### config.mk
export PLATFORM = sky130hd
export DESIGN_NAME = vx_core_rsp_sched_flat
export DESIGN_NICKNAME = d
export VERILOG_FILES = /design/src/rtl/vx_core_rsp_sched_if.sv /design/src/rtl/vx_core_rsp_sched.sv /design/src/flat_wrapper.sv
export SDC_FILE = /design/constraint.sdc
export NUM_CORES = 1
export LEC_CHECK = 0
export ABC_CLOCK_PERIOD_IN_PS = 4200
export CAP_MARGIN = 20
export CORE_MARGIN = 8
export CORE_UTILIZATION = 45
export DETAILED_ROUTE_END_ITERATION = 7
export PLACE_DENSITY = 0.88
export SETUP_SLACK_MARGIN = 0.3
export SYNTH_ARGS = -nofsm -noshare
export SYNTH_HDL_FRONTEND = slang
export SYNTH_SLANG_ARGS = --single-unit
### constraint.sdc
create_clock -name clk -period 4.2 [get_ports clk]
set_input_delay 0.84 -clock clk [delete_from_list [all_inputs] [get_ports clk]]
set_output_delay 0.84 -clock clk [all_outputs]
set_load 0.03 [all_outputs]
### src/rtl/vx_core_rsp_sched_if.sv
// Bank-to-core response bus for vx_core_rsp_sched.
// The bank side drives per_bank_* requests and core_rsp_ready.
// The scheduler side returns per-bank acks and the merged core response.
interface vx_core_rsp_sched_if #(
   parameter int NUM_REQS       = 4,
   parameter int NUM_BANKS      = 4,
   parameter int WORD_SIZE      = 4,
   parameter int CORE_TAG_WIDTH = 8
);
   localparam int REQS_BITS  = (NUM_REQS > 1) ? $clog2(NUM_REQS) : 1;
   localparam int WORD_WIDTH = 8 * WORD_SIZE;

   logic [NUM_BANKS-1:0]                     per_bank_core_rsp_valid;
   logic [NUM_BANKS-1:0][REQS_BITS-1:0]      per_bank_core_rsp_tid;
   logic [NUM_BANKS-1:0][CORE_TAG_WIDTH-1:0] per_bank_core_rsp_tag;
   logic [NUM_BANKS-1:0][WORD_WIDTH-1:0]     per_bank_core_rsp_data;
   logic [NUM_BANKS-1:0]                     per_bank_core_rsp_ready;

   logic                                     core_rsp_valid;
   logic [NUM_REQS-1:0]                      core_rsp_tmask;
   logic [CORE_TAG_WIDTH-1:0]                core_rsp_tag;
   logic [NUM_REQS-1:0][WORD_WIDTH-1:0]      core_rsp_data;
   logic                                     core_rsp_ready;

   modport master (
      output per_bank_core_rsp_valid, per_bank_core_rsp_tid, per_bank_core_rsp_tag,
             per_bank_core_rsp_data, core_rsp_ready,
      input  per_bank_core_rsp_ready, core_rsp_valid, core_rsp_tmask, core_rsp_tag,
             core_rsp_data
   );

   modport slave (
      input  per_bank_core_rsp_valid, per_bank_core_rsp_tid, per_bank_core_rsp_tag,
             per_bank_core_rsp_data, core_rsp_ready,
      output per_bank_core_rsp_ready, core_rsp_valid, core_rsp_tmask, core_rsp_tag,
             core_rsp_data
   );
endinterface

### src/rtl/vx_core_rsp_sched.sv
// Core response scheduler: merges per-bank responses that share a batch id
// (low tag bits) into one core response per cycle, round-robin leader pick.
// Optional feature: define VX_RSP_SCHED_PERF_EN to add the perf_stall_cycles
// output (saturating count of cycles stalled by core_rsp_ready).
module vx_core_rsp_sched #(
   parameter int NUM_REQS         = 4,
   parameter int NUM_BANKS        = 4,
   parameter int WORD_SIZE        = 4,
   parameter int CORE_TAG_WIDTH   = 8,
   parameter int CORE_TAG_ID_BITS = 2
) (
   input  logic                clk,
   input  logic                reset,
`ifdef VX_RSP_SCHED_PERF_EN
   output logic [31:0]         perf_stall_cycles,
`endif
   vx_core_rsp_sched_if.slave  rsp
);
   localparam int WORD_WIDTH = 8 * WORD_SIZE;
   localparam int BANK_BITS  = $clog2(NUM_BANKS);
   localparam int PW         = BANK_BITS + 1;

   logic [BANK_BITS-1:0]                rr_ptr;
   logic [BANK_BITS-1:0]                leader;
   logic [BANK_BITS-1:0]                wb;
   logic                                lead_found;
   logic                                any_valid;
   logic                                capture;
   logic [CORE_TAG_ID_BITS-1:0]         lead_id;
   logic [NUM_BANKS-1:0]                batch;
   logic [NUM_BANKS-1:0]                win;
   logic [NUM_REQS-1:0]                 lane_taken;
   logic [NUM_REQS-1:0][WORD_WIDTH-1:0] lane_data;

   logic                                out_valid;
   logic [NUM_REQS-1:0]                 out_tmask;
   logic [CORE_TAG_WIDTH-1:0]           out_tag;
   logic [NUM_REQS-1:0][WORD_WIDTH-1:0] out_data;

   // (base + off) mod NUM_BANKS, with off < NUM_BANKS
   function automatic logic [BANK_BITS-1:0] wrap_add(input logic [BANK_BITS-1:0] base,
                                                     input int off);
      logic [PW-1:0] s;
      s = {1'b0, base} + PW'(off);
      if (s >= PW'(NUM_BANKS)) s = s - PW'(NUM_BANKS);
      return s[BANK_BITS-1:0];
   endfunction

   assign any_valid = |rsp.per_bank_core_rsp_valid;
   assign lead_id   = rsp.per_bank_core_rsp_tag[leader][CORE_TAG_ID_BITS-1:0];

   // leader: first valid bank scanning circularly from rr_ptr
   always_comb begin
      leader     = rr_ptr;
      lead_found = 1'b0;
      for (int i = 0; i < NUM_BANKS; i++) begin
         if (!lead_found && rsp.per_bank_core_rsp_valid[wrap_add(rr_ptr, i)]) begin
            leader     = wrap_add(rr_ptr, i);
            lead_found = 1'b1;
         end
      end
   end

   // batch: valid banks carrying the leader's batch id
   always_comb begin
      batch = '0;
      for (int b = 0; b < NUM_BANKS; b++)
         batch[b] = rsp.per_bank_core_rsp_valid[b] &&
                    (rsp.per_bank_core_rsp_tag[b][CORE_TAG_ID_BITS-1:0] == lead_id);
   end

   // lane arbitration: walking out from the leader, the first bank to claim
   // a lane keeps it; later banks aiming at the same lane retry next cycle
   always_comb begin
      win        = '0;
      lane_taken = '0;
      lane_data  = '0;
      wb         = '0;
      for (int i = 0; i < NUM_BANKS; i++) begin
         wb = wrap_add(leader, i);
         if (batch[wb] && !lane_taken[rsp.per_bank_core_rsp_tid[wb]]) begin
            win[wb]                                = 1'b1;
            lane_taken[rsp.per_bank_core_rsp_tid[wb]] = 1'b1;
            lane_data[rsp.per_bank_core_rsp_tid[wb]]  = rsp.per_bank_core_rsp_data[wb];
         end
      end
   end

   // take a new batch whenever the output slot is empty or being drained
   assign capture = reset && any_valid && (!out_valid || rsp.core_rsp_ready);
   assign rsp.per_bank_core_rsp_ready = capture ? win : '0;

   // output register and round-robin pointer
   always_ff @(posedge clk) begin
      if (!reset) begin
         out_valid <= 1'b0;
         out_tmask <= '0;
         out_tag   <= '0;
         out_data  <= '0;
         rr_ptr    <= '0;
      end else if (capture) begin
         out_valid <= 1'b1;
         out_tmask <= lane_taken;
         out_tag   <= rsp.per_bank_core_rsp_tag[leader];
         out_data  <= lane_data;
         rr_ptr    <= wrap_add(leader, 1);
      end else if (rsp.core_rsp_ready) begin
         out_valid <= 1'b0;
      end
   end

   assign rsp.core_rsp_valid = out_valid;
   assign rsp.core_rsp_tmask = out_tmask;
   assign rsp.core_rsp_tag   = out_tag;
   assign rsp.core_rsp_data  = out_data;

`ifdef VX_RSP_SCHED_PERF_EN
   // count cycles the core back-pressures a held response, saturating
   always_ff @(posedge clk) begin
      if (!reset)
         perf_stall_cycles <= '0;
      else if (out_valid && !rsp.core_rsp_ready && (perf_stall_cycles != '1))
         perf_stall_cycles <= perf_stall_cycles + 32'd1;
   end
`endif
endmodule

### src/flat_wrapper.sv
// flat-port wrapper written by rule: the top's interface ports become plain ports
module vx_core_rsp_sched_flat 
#(
   parameter int NUM_REQS         = 4,
   parameter int NUM_BANKS        = 4,
   parameter int WORD_SIZE        = 4,
   parameter int CORE_TAG_WIDTH   = 8,
   parameter int CORE_TAG_ID_BITS = 2
)
  (clk, reset, rsp_per_bank_core_rsp_valid, rsp_per_bank_core_rsp_tid, rsp_per_bank_core_rsp_tag, rsp_per_bank_core_rsp_data, rsp_core_rsp_ready, rsp_per_bank_core_rsp_ready, rsp_core_rsp_valid, rsp_core_rsp_tmask, rsp_core_rsp_tag, rsp_core_rsp_data);
  vx_core_rsp_sched_if #(.NUM_REQS(NUM_REQS), .NUM_BANKS(NUM_BANKS), .WORD_SIZE(WORD_SIZE), .CORE_TAG_WIDTH(CORE_TAG_WIDTH)) rsp_i ();
  input  logic clk;
  input  logic reset;
  input wire logic [$bits(rsp_i.per_bank_core_rsp_valid)-1:0] rsp_per_bank_core_rsp_valid;
  input wire logic [$bits(rsp_i.per_bank_core_rsp_tid)-1:0] rsp_per_bank_core_rsp_tid;
  input wire logic [$bits(rsp_i.per_bank_core_rsp_tag)-1:0] rsp_per_bank_core_rsp_tag;
  input wire logic [$bits(rsp_i.per_bank_core_rsp_data)-1:0] rsp_per_bank_core_rsp_data;
  input wire logic [$bits(rsp_i.core_rsp_ready)-1:0] rsp_core_rsp_ready;
  output wire logic [$bits(rsp_i.per_bank_core_rsp_ready)-1:0] rsp_per_bank_core_rsp_ready;
  output wire logic [$bits(rsp_i.core_rsp_valid)-1:0] rsp_core_rsp_valid;
  output wire logic [$bits(rsp_i.core_rsp_tmask)-1:0] rsp_core_rsp_tmask;
  output wire logic [$bits(rsp_i.core_rsp_tag)-1:0] rsp_core_rsp_tag;
  output wire logic [$bits(rsp_i.core_rsp_data)-1:0] rsp_core_rsp_data;
  assign rsp_i.per_bank_core_rsp_valid = rsp_per_bank_core_rsp_valid;
  assign rsp_i.per_bank_core_rsp_tid = rsp_per_bank_core_rsp_tid;
  assign rsp_i.per_bank_core_rsp_tag = rsp_per_bank_core_rsp_tag;
  assign rsp_i.per_bank_core_rsp_data = rsp_per_bank_core_rsp_data;
  assign rsp_i.core_rsp_ready = rsp_core_rsp_ready;
  assign rsp_per_bank_core_rsp_ready = rsp_i.per_bank_core_rsp_ready;
  assign rsp_core_rsp_valid = rsp_i.core_rsp_valid;
  assign rsp_core_rsp_tmask = rsp_i.core_rsp_tmask;
  assign rsp_core_rsp_tag = rsp_i.core_rsp_tag;
  assign rsp_core_rsp_data = rsp_i.core_rsp_data;
  vx_core_rsp_sched #(.NUM_REQS(NUM_REQS), .NUM_BANKS(NUM_BANKS), .WORD_SIZE(WORD_SIZE), .CORE_TAG_WIDTH(CORE_TAG_WIDTH), .CORE_TAG_ID_BITS(CORE_TAG_ID_BITS)) u_core (.clk(clk), .reset(reset), .rsp(rsp_i));
endmodule
==> flow_metrics.py, run 1 <==
metrics = {
    "run_status": {
        "status": "finished with violations",
        "violations": "DRC, setup timing",
    },
    "placement": {
        "pre_cts_ws_ns": -1.15,
        "hpwlAfterDp_um": 37800,
        "globalplace.congestion": 0.952,
        "io_buffer_count": 319,
    },
    "timing": {
        "relSlewSlack_pct": 36.5,
        "rsz0062_at_grt": "yes",
        "min_period_ns": 4.73,
        "max_freq_mhz": 211,
        "final.setup.tns_ns": -2.05,
        "worst_clock_skew_ns": 0.0149,
        "finalMaxSlewViolations": 0,
        "worst_pin_slew_ns": 0.952,
        "setup_viol": 4,
        "period_share_pct": 113,
        "final-hold-violation-count": 0,
        "setup_ws_ns": -0.529,
    },
    "detailed_routing": {
        "ant_nets": 0,
        "wl_per_cell_um": 25.4,
        "vias_per_cell": 6.81,
        "drt_pass1_iterations": 8,
        "drt_iter0_markers": 2300,
        "drt_wl_total_um": 57200,
        "drc": 12,
        "dr_total_vias": 15346,
    },
    "die": {
        "die_area_um2": 32200,
        "die_w_um": 180,
        "io_pins": 320,
        "core_um2": 26600,
        "fp.dieH_um": 180,
        "rows": 60,
        "initial_core_util_pct": 45.3,
    },
    "synthesis": {
        "synth_warnings": 0,
        "yosys.area_share.simple_pct": 18.5,
        "yosys.area.top_type_share_pct": 23.8,
        "synthCells": 1483,
        "synth_top_family_by_area": "compound AO/OA/AOI/OAI gates",
        "syn_area_per_cell_um2": 8.12,
        "synth_compound_area_share_pct": 30.7,
        "synth.largest_area_cell": "dfxtp_1",
        "synth-seq-cells": 143,
        "ys.flop_type": "dfxtp_1",
        "yosysSeqAreaShare_pct": 23.8,
        "synthAdderAreaFrac_pct": 0,
        "synth.net_count": 1658,
        "syn_area_um2": 12000,
        "synth.most_common_cell": "mux2i_1",
        "synthMuxAreaShare_pct": 20.1,
        "synth_edf_count": 0,
        "synth_area_leaders": "dfxtp_1 24%, mux2i_1 19%, a221o_1 5.6%",
        "async_flop_share_pct": 0,
        "synthTopCellsByCount": "228 x mux2i_1, 152 x nand2_1, 143 x dfxtp_1",
        "synth_xor_area_share_pct": 1.16,
        "post_synth_num_cell_types": 70,
    },
    "worst_setup_path": {
        "max_stage_delay_ns": 0.35,
        "cp.required_ns": 3.36,
        "end_kind": "primary output",
        "cp_slowest_cell": "a221o_1",
        "critPathBufInv": 5,
        "critPathKind": "input pin to primary output",
        "start_kind": "input pin",
        "worstPathCellList": "buf_8, nor2b_4, o21a_1, buf_12, buf_6, o31ai_4, and3_4, nor4_4, a221o_1, buf_12, o211ai_1, a211oi_4, a211oi_4, nand3_2, a211oi_4, buf_6",
        "cp_max_fo": 8,
        "crit_top_cell": "a211oi_4",
        "arrival_ns": 3.89,
        "cp_top_family": "compound AO/OA/AOI/OAI gates",
    },
    "final_layout": {
        "fillCellCount": 1933,
        "multi_input_area_um2": 9430,
        "drive_gt1_share_pct": 22.5,
        "diodes": 0,
        "regArea_um2": 2860,
        "area_growth_pct": 55.3,
        "layout.nets": 2073,
    },
    "worst_hold_path": {
        "hold_path_class": "register to register",
    },
    "global_routing": {
        "grt_max_degree": 92,
        "grt-ovfl-total": 0,
        "grt_pass1_vias": 15351,
        "track_usage_pct": 32.1,
        "antenna_found_initial": 0,
        "grt_pass1_wl_um": 84700,
    },
    "pwr": {
        "powerDensity_nw_per_um2": 527,
        "p_leak_nw": 7.72,
        "ir_drop_mv": 0.304,
    },
    "clocking": {
        "cts_sinks": 143,
        "clk_pin_slew_worst_paths_ns": 0.07,
        "root_buffer": "clkbuf_16",
        "cts-buffers-inserted": 17,
        "cts.path.max_buffers": 2,
        "clk_latency_ns": 0.44,
        "htreeDepth": 4,
        "tritoncts": "built",
    },
    "run": {
        "drv_cap": 0,
    },
}
==> layout make-up <==
cell class | count | area share, %
Tap cell | 341 | 2.28
Multi-Input combinational cell | 1171 | 50.5
Clock buffer | 18 | 2.35
Sequential cell | 143 | 15.3
Inverter | 8 | 0.161
Timing Repair Buffer | 557 | 28.8
Clock inverter | 14 | 0.669
==> worst min-delay path, stage by stage (launching register included) <==
cell	delay [ns]
dfxtp_1	0.31
nand3_1	0.06
nand2_1	0.05
==> power breakdown <==
part	total, W	switching (W)	internal [W]
sequential	0.00184	0.000196	0.00164
clock	0.00153	0.000732	0.000794
combinational	0.00649	0.00380	0.00270
==> cells in the final DEF (no fill, tap or decap), types with 9 or more instances in the layout <==
cell type	instances
clkdlybuf4s50_1	310
mux2i_1	228
buf_4	197
nand2_1	149
dfxtp_1	143
nor2_1	82
o21ai_0	75
a221o_1	67
and2_1	62
nand3_1	54
a22oi_1	51
o31ai_1	34
a221oi_2	29
a222oi_1	29
a32oi_1	28
o21ai_1	25
a221oi_1	24
buf_6	23
buf_12	22
clkbuf_16	20
a22oi_2	17
a21oi_1	16
and3_1	14
nand4_1	13
a221oi_4	13
nor4_4	10
xnor2_1	9
==> through the flow <==
stage / area, um^2 / hold slack, ns / std cells / util [%] / power [W]
global route: 18700 / 0.470 / 2252 / 70.3 / 0.0102
global placement: 17100 / 0.442 / 2196 / 64.3 / 0.00749
floorplan: 12300 / 0.521 / 1483 / - / 0.00528
CTS: 17900 / 0.455 / 2242 / 67.4 / 0.00923
finish: 18700 / 0.456 / 2252 / 70.3 / 0.00986
detailed placement: 17100 / 0.444 / 2196 / 64.3 / 0.00762
==> repair_timing <==
action | CTS | global route
buffers inserted | 14 | 6
resized for setup | 50 | 126
pin swaps | 16 | 32
endpoints found under the hold margin | 0 | 0
setup endpoints to repair | 136 | 119
cloned | 0 | 4
hold buffers | 0 | 0
==> flip-flops by register name (all words and copies together) (netlist names) <==
register,cells
u_core.rsp.core_rsp_data,128
u_core.rsp.core_rsp_tag,8
u_core.rsp.core_rsp_tmask,4
u_core.rr_ptr,2
u_core.rsp.core_rsp_valid,1
==> logic make-up (layout without fill, tap and decap cells) <==
logic type	count (synthesis)	count (layout)
flops	143	143
mux	234	234
simple gates	446	446
xor+xnor	16	16
compound gates	475	475
buf+inv	169	597
==> path summary, 6_finish.rpt <==
path | startpoint | slack (ns) | cells after the start | end
hold / removal | u_core.rsp.core_rsp_tag[5]$_SDFFE_PN0P_ | 0.46 | 2 | u_core.rsp.core_rsp_tag[5]$_SDFFE_PN0P_
setup / recovery | rsp_per_bank_core_rsp_valid[2] | -0.53 | 16 | rsp_per_bank_core_rsp_ready[0]
setup reg to reg | u_core.rr_ptr[0]$_SDFFE_PN0P_ | 0.22 | 18 | u_core.rsp.core_rsp_data[5]$_SDFFE_PN0P_
hold reg to reg | u_core.rsp.core_rsp_tag[5]$_SDFFE_PN0P_ | 0.46 | 2 | u_core.rsp.core_rsp_tag[5]$_SDFFE_PN0P_
==> per-layer routing <==
layer / GRT usage (%) / part of all wire (%) / vias up
met5: 0 / 0 / -
met4: 18.7 / 6.5 / 0
met3: 8.00 / 10 / 331
met2: 52.7 / 46 / 1153
met1: 37.6 / 37 / 7204
li1: - / - / 6658
No activity file was read; power rests on OpenSTA's default activity.
==> run 2: changes to the inputs <==
CTS_CLUSTER_SIZE = 40   (was default)
PLACE_DENSITY = 0.81   (was 0.88)
==> run 2 against run 1 <==
  * The run still ends with DRC, setup timing left
  * First-iteration DRC count shrank 9.5%
  * Critical path depth unchanged
  * Non-clock buffer count grew 21
  * Fmax increased by 1.8%
  * Routed wire length shrank 3.4%
  * Combinational power fell by 3.4%
  * Via count decreased by 0.78%
  * Die area unchanged
  * Largest cell class unchanged
==> flow_metrics.py, run 2 (same netlist as run 1, synthesis figures left out) <==
metrics = {
    "worst_setup_path": {
        "critPathKind": "input pin to primary output",
        "cp.required_ns": 3.36,
        "r2r_cells": 15,
        "arrival_ns": 3.81,
        "end_kind": "primary output",
        "r2r_end": "u_core.rsp.core_rsp_data[38]$_SDFFE_PN0P_",
        "r2r_slack_ns": 0.49,
        "start_kind": "input pin",
        "r2r-start": "u_core.rr_ptr[1]$_SDFFE_PN0P_",
        "cp_max_fo": 6,
    },
    "final_layout": {
        "area_growth_pct": 53.7,
        "largest_reg_flops": 128,
        "final_cell_area_um2": 18500,
        "diodes": 0,
        "regArea_um2": 2870,
        "final_common_cell": "clkdlybuf4s50_1",
        "layout_common_cells": "301 x clkdlybuf4s50_1, 228 x mux2i_1, 226 x buf_4, 149 x nand2_1, 141 x dfxtp_1",
        "layout.nets": 2094,
        "fillCellCount": 2032,
        "drive_gt1_share_pct": 21.3,
        "multi_input_area_um2": 9100,
    },
    "pwr": {
        "p_leak_nw": 7.77,
        "powerDensity_nw_per_um2": 526,
        "ir_drop_mv": 0.302,
    },
    "timing": {
        "setup_ws_ns": -0.446,
        "final-hold-violation-count": 0,
        "relSlewSlack_pct": 37.6,
        "final.setup.tns_ns": -1.65,
        "worst_pin_slew_ns": 0.936,
        "max_freq_mhz": 215,
        "min_period_ns": 4.65,
        "holdWs_ns": 0.459,
        "setup_viol": 4,
        "worst_clock_skew_ns": 0.0190,
        "rsz0062_at_grt": "yes",
        "period_share_pct": 111,
        "finalMaxSlewViolations": 0,
    },
    "global_routing": {
        "grt_pass1_vias": 15363,
        "antenna_found_initial": 0,
        "track_usage_pct": 31.9,
        "grt-ovfl-total": 0,
        "grt_max_degree": 113,
        "grt_pass1_wl_um": 85000,
    },
    "worst_hold_path": {
        "min_to": "u_core.rsp.core_rsp_data[61]$_SDFFE_PN0P_",
        "min-delay-start": "u_core.rsp.core_rsp_data[61]$_SDFFE_PN0P_",
        "worstHoldPathCells": 2,
        "hold_path_class": "register to register",
    },
    "placement": {
        "hpwlAfterDp_um": 37900,
        "dpl_cell_area_um2": 17300,
        "globalplace.congestion": 0.914,
        "io_buffer_count": 319,
    },
    "clocking": {
        "htreeDepth": 4,
        "root_buffer": "clkbuf_16",
        "clk_pin_slew_worst_paths_ns": 0.06,
        "clk_latency_ns": 0.44,
        "cts_sinks": 143,
        "tritoncts": "built",
        "cts.path.max_buffers": 2,
        "cts-buffers-inserted": 17,
    },
    "detailed_routing": {
        "drt_wl_total_um": 55300,
        "drt_pass1_iterations": 8,
        "drt_iter0_markers": 2082,
        "wl_per_cell_um": 24.3,
        "drc": 4,
        "vias_per_cell": 6.70,
        "dr_total_vias": 15227,
        "ant_nets": 0,
    },
    "die": {
        "rows": 60,
        "die_area_um2": 32200,
        "io_pins": 320,
        "die_w_um": 180,
        "fp.dieH_um": 180,
        "core_um2": 26600,
        "initial_core_util_pct": 45.3,
    },
    "run_status": {
        "status": "finished with violations",
        "violations": "DRC, setup timing",
    },
    "run": {
        "drv_cap": 0,
    },
}
-- run 2: cell types whose count changed in the layout (fill, tap and decap cells not counted), moves of 4 or more --
cell | previous run | this run
o21ai_0 | 75 | 91
clkdlybuf4s50_1 | 310 | 301
o21ai_1 | 25 | 16
buf_6 | 23 | 17
a22oi_2 | 17 | 1
o21ai_2 | 8 | 0
a22oi_1 | 51 | 67
a221oi_2 | 29 | 25
buf_4 | 197 | 226
dlygate4sd2_1 | 0 | 6
a221oi_1 | 24 | 41
a221oi_4 | 13 | 0
-- run 2: through the flow --
step,util [%],worst slack (ns),instances,total power (W)
2_1_floorplan,-,-0.280,1483,0.00528
3_3_place_gp,65.0,-1.17,2224,0.00759
3_5_place_dp,65.0,-1.21,2225,0.00769
4_1_cts,68.5,-0.499,2270,0.00942
5_1_grt,69.6,-0.547,2273,0.0101
6_report,69.6,-0.446,2273,0.00972
-- run 2: worst max-delay path: stages --
cell	delay, ns
buf_6	0.11
nor2b_4	0.14
o21a_1	0.21
buf_12	0.15
buf_8	0.13
o31a_1	0.29
buf_4	0.14
nor2_1	0.24
nor3b_1	0.11
buf_4	0.14
o21a_2	0.19
o21ba_2	0.20
or3_4	0.37
o22a_1	0.24
a21oi_4	0.16
buf_6	0.15
-- run 2: cell type report --
cell class	instances	area share (%)
Multi-Input combinational cell	1171	49.2
Timing Repair Buffer	578	29.5
Sequential cell	143	15.5
Tap cell	341	2.31
Clock buffer	17	2.30
Clock inverter	15	1.03
Inverter	8	0.162
-- run 2: how the worst max path moves through the flow --
stage	start	cells past startpoint	endpoint	slack, ns
after floorplan	rsp_per_bank_core_rsp_valid[2]	14	rsp_per_bank_core_rsp_ready[0]	-0.28
after global placement	rsp_per_bank_core_rsp_valid[0]	12	rsp_per_bank_core_rsp_ready[0]	-1.17
after detailed placement	rsp_per_bank_core_rsp_valid[0]	12	rsp_per_bank_core_rsp_ready[0]	-1.21
after CTS	rsp_per_bank_core_rsp_valid[2]	15	rsp_per_bank_core_rsp_ready[2]	-0.50
after global routing	rsp_per_bank_core_rsp_valid[0]	15	rsp_per_bank_core_rsp_ready[3]	-0.55
final	rsp_per_bank_core_rsp_valid[0]	16	rsp_per_bank_core_rsp_ready[3]	-0.45
-- run 2: where the power goes --
part	switching, W	internal (W)
Combinational	0.00361	0.00265
Sequential	0.000196	0.00164
Clock	0.000756	0.000861
Total	0.00457	0.00516
-- run 2: metal layers --
metal  vias up  wire length, um  GRT usage, %
li1       6679                -             -
met1      7208            21100          38.7
met2      1101            25500          52.1
met3       239             5710          6.57
met4         0             2920          18.2
met5         -                0             0
-- run 2: repair_timing --
action	4_1_cts	5_1_grt
resized for setup	72	52
endpoints found under the setup margin	136	95
hold buffers	0	0
pin swaps	17	8
setup buffers	13	3
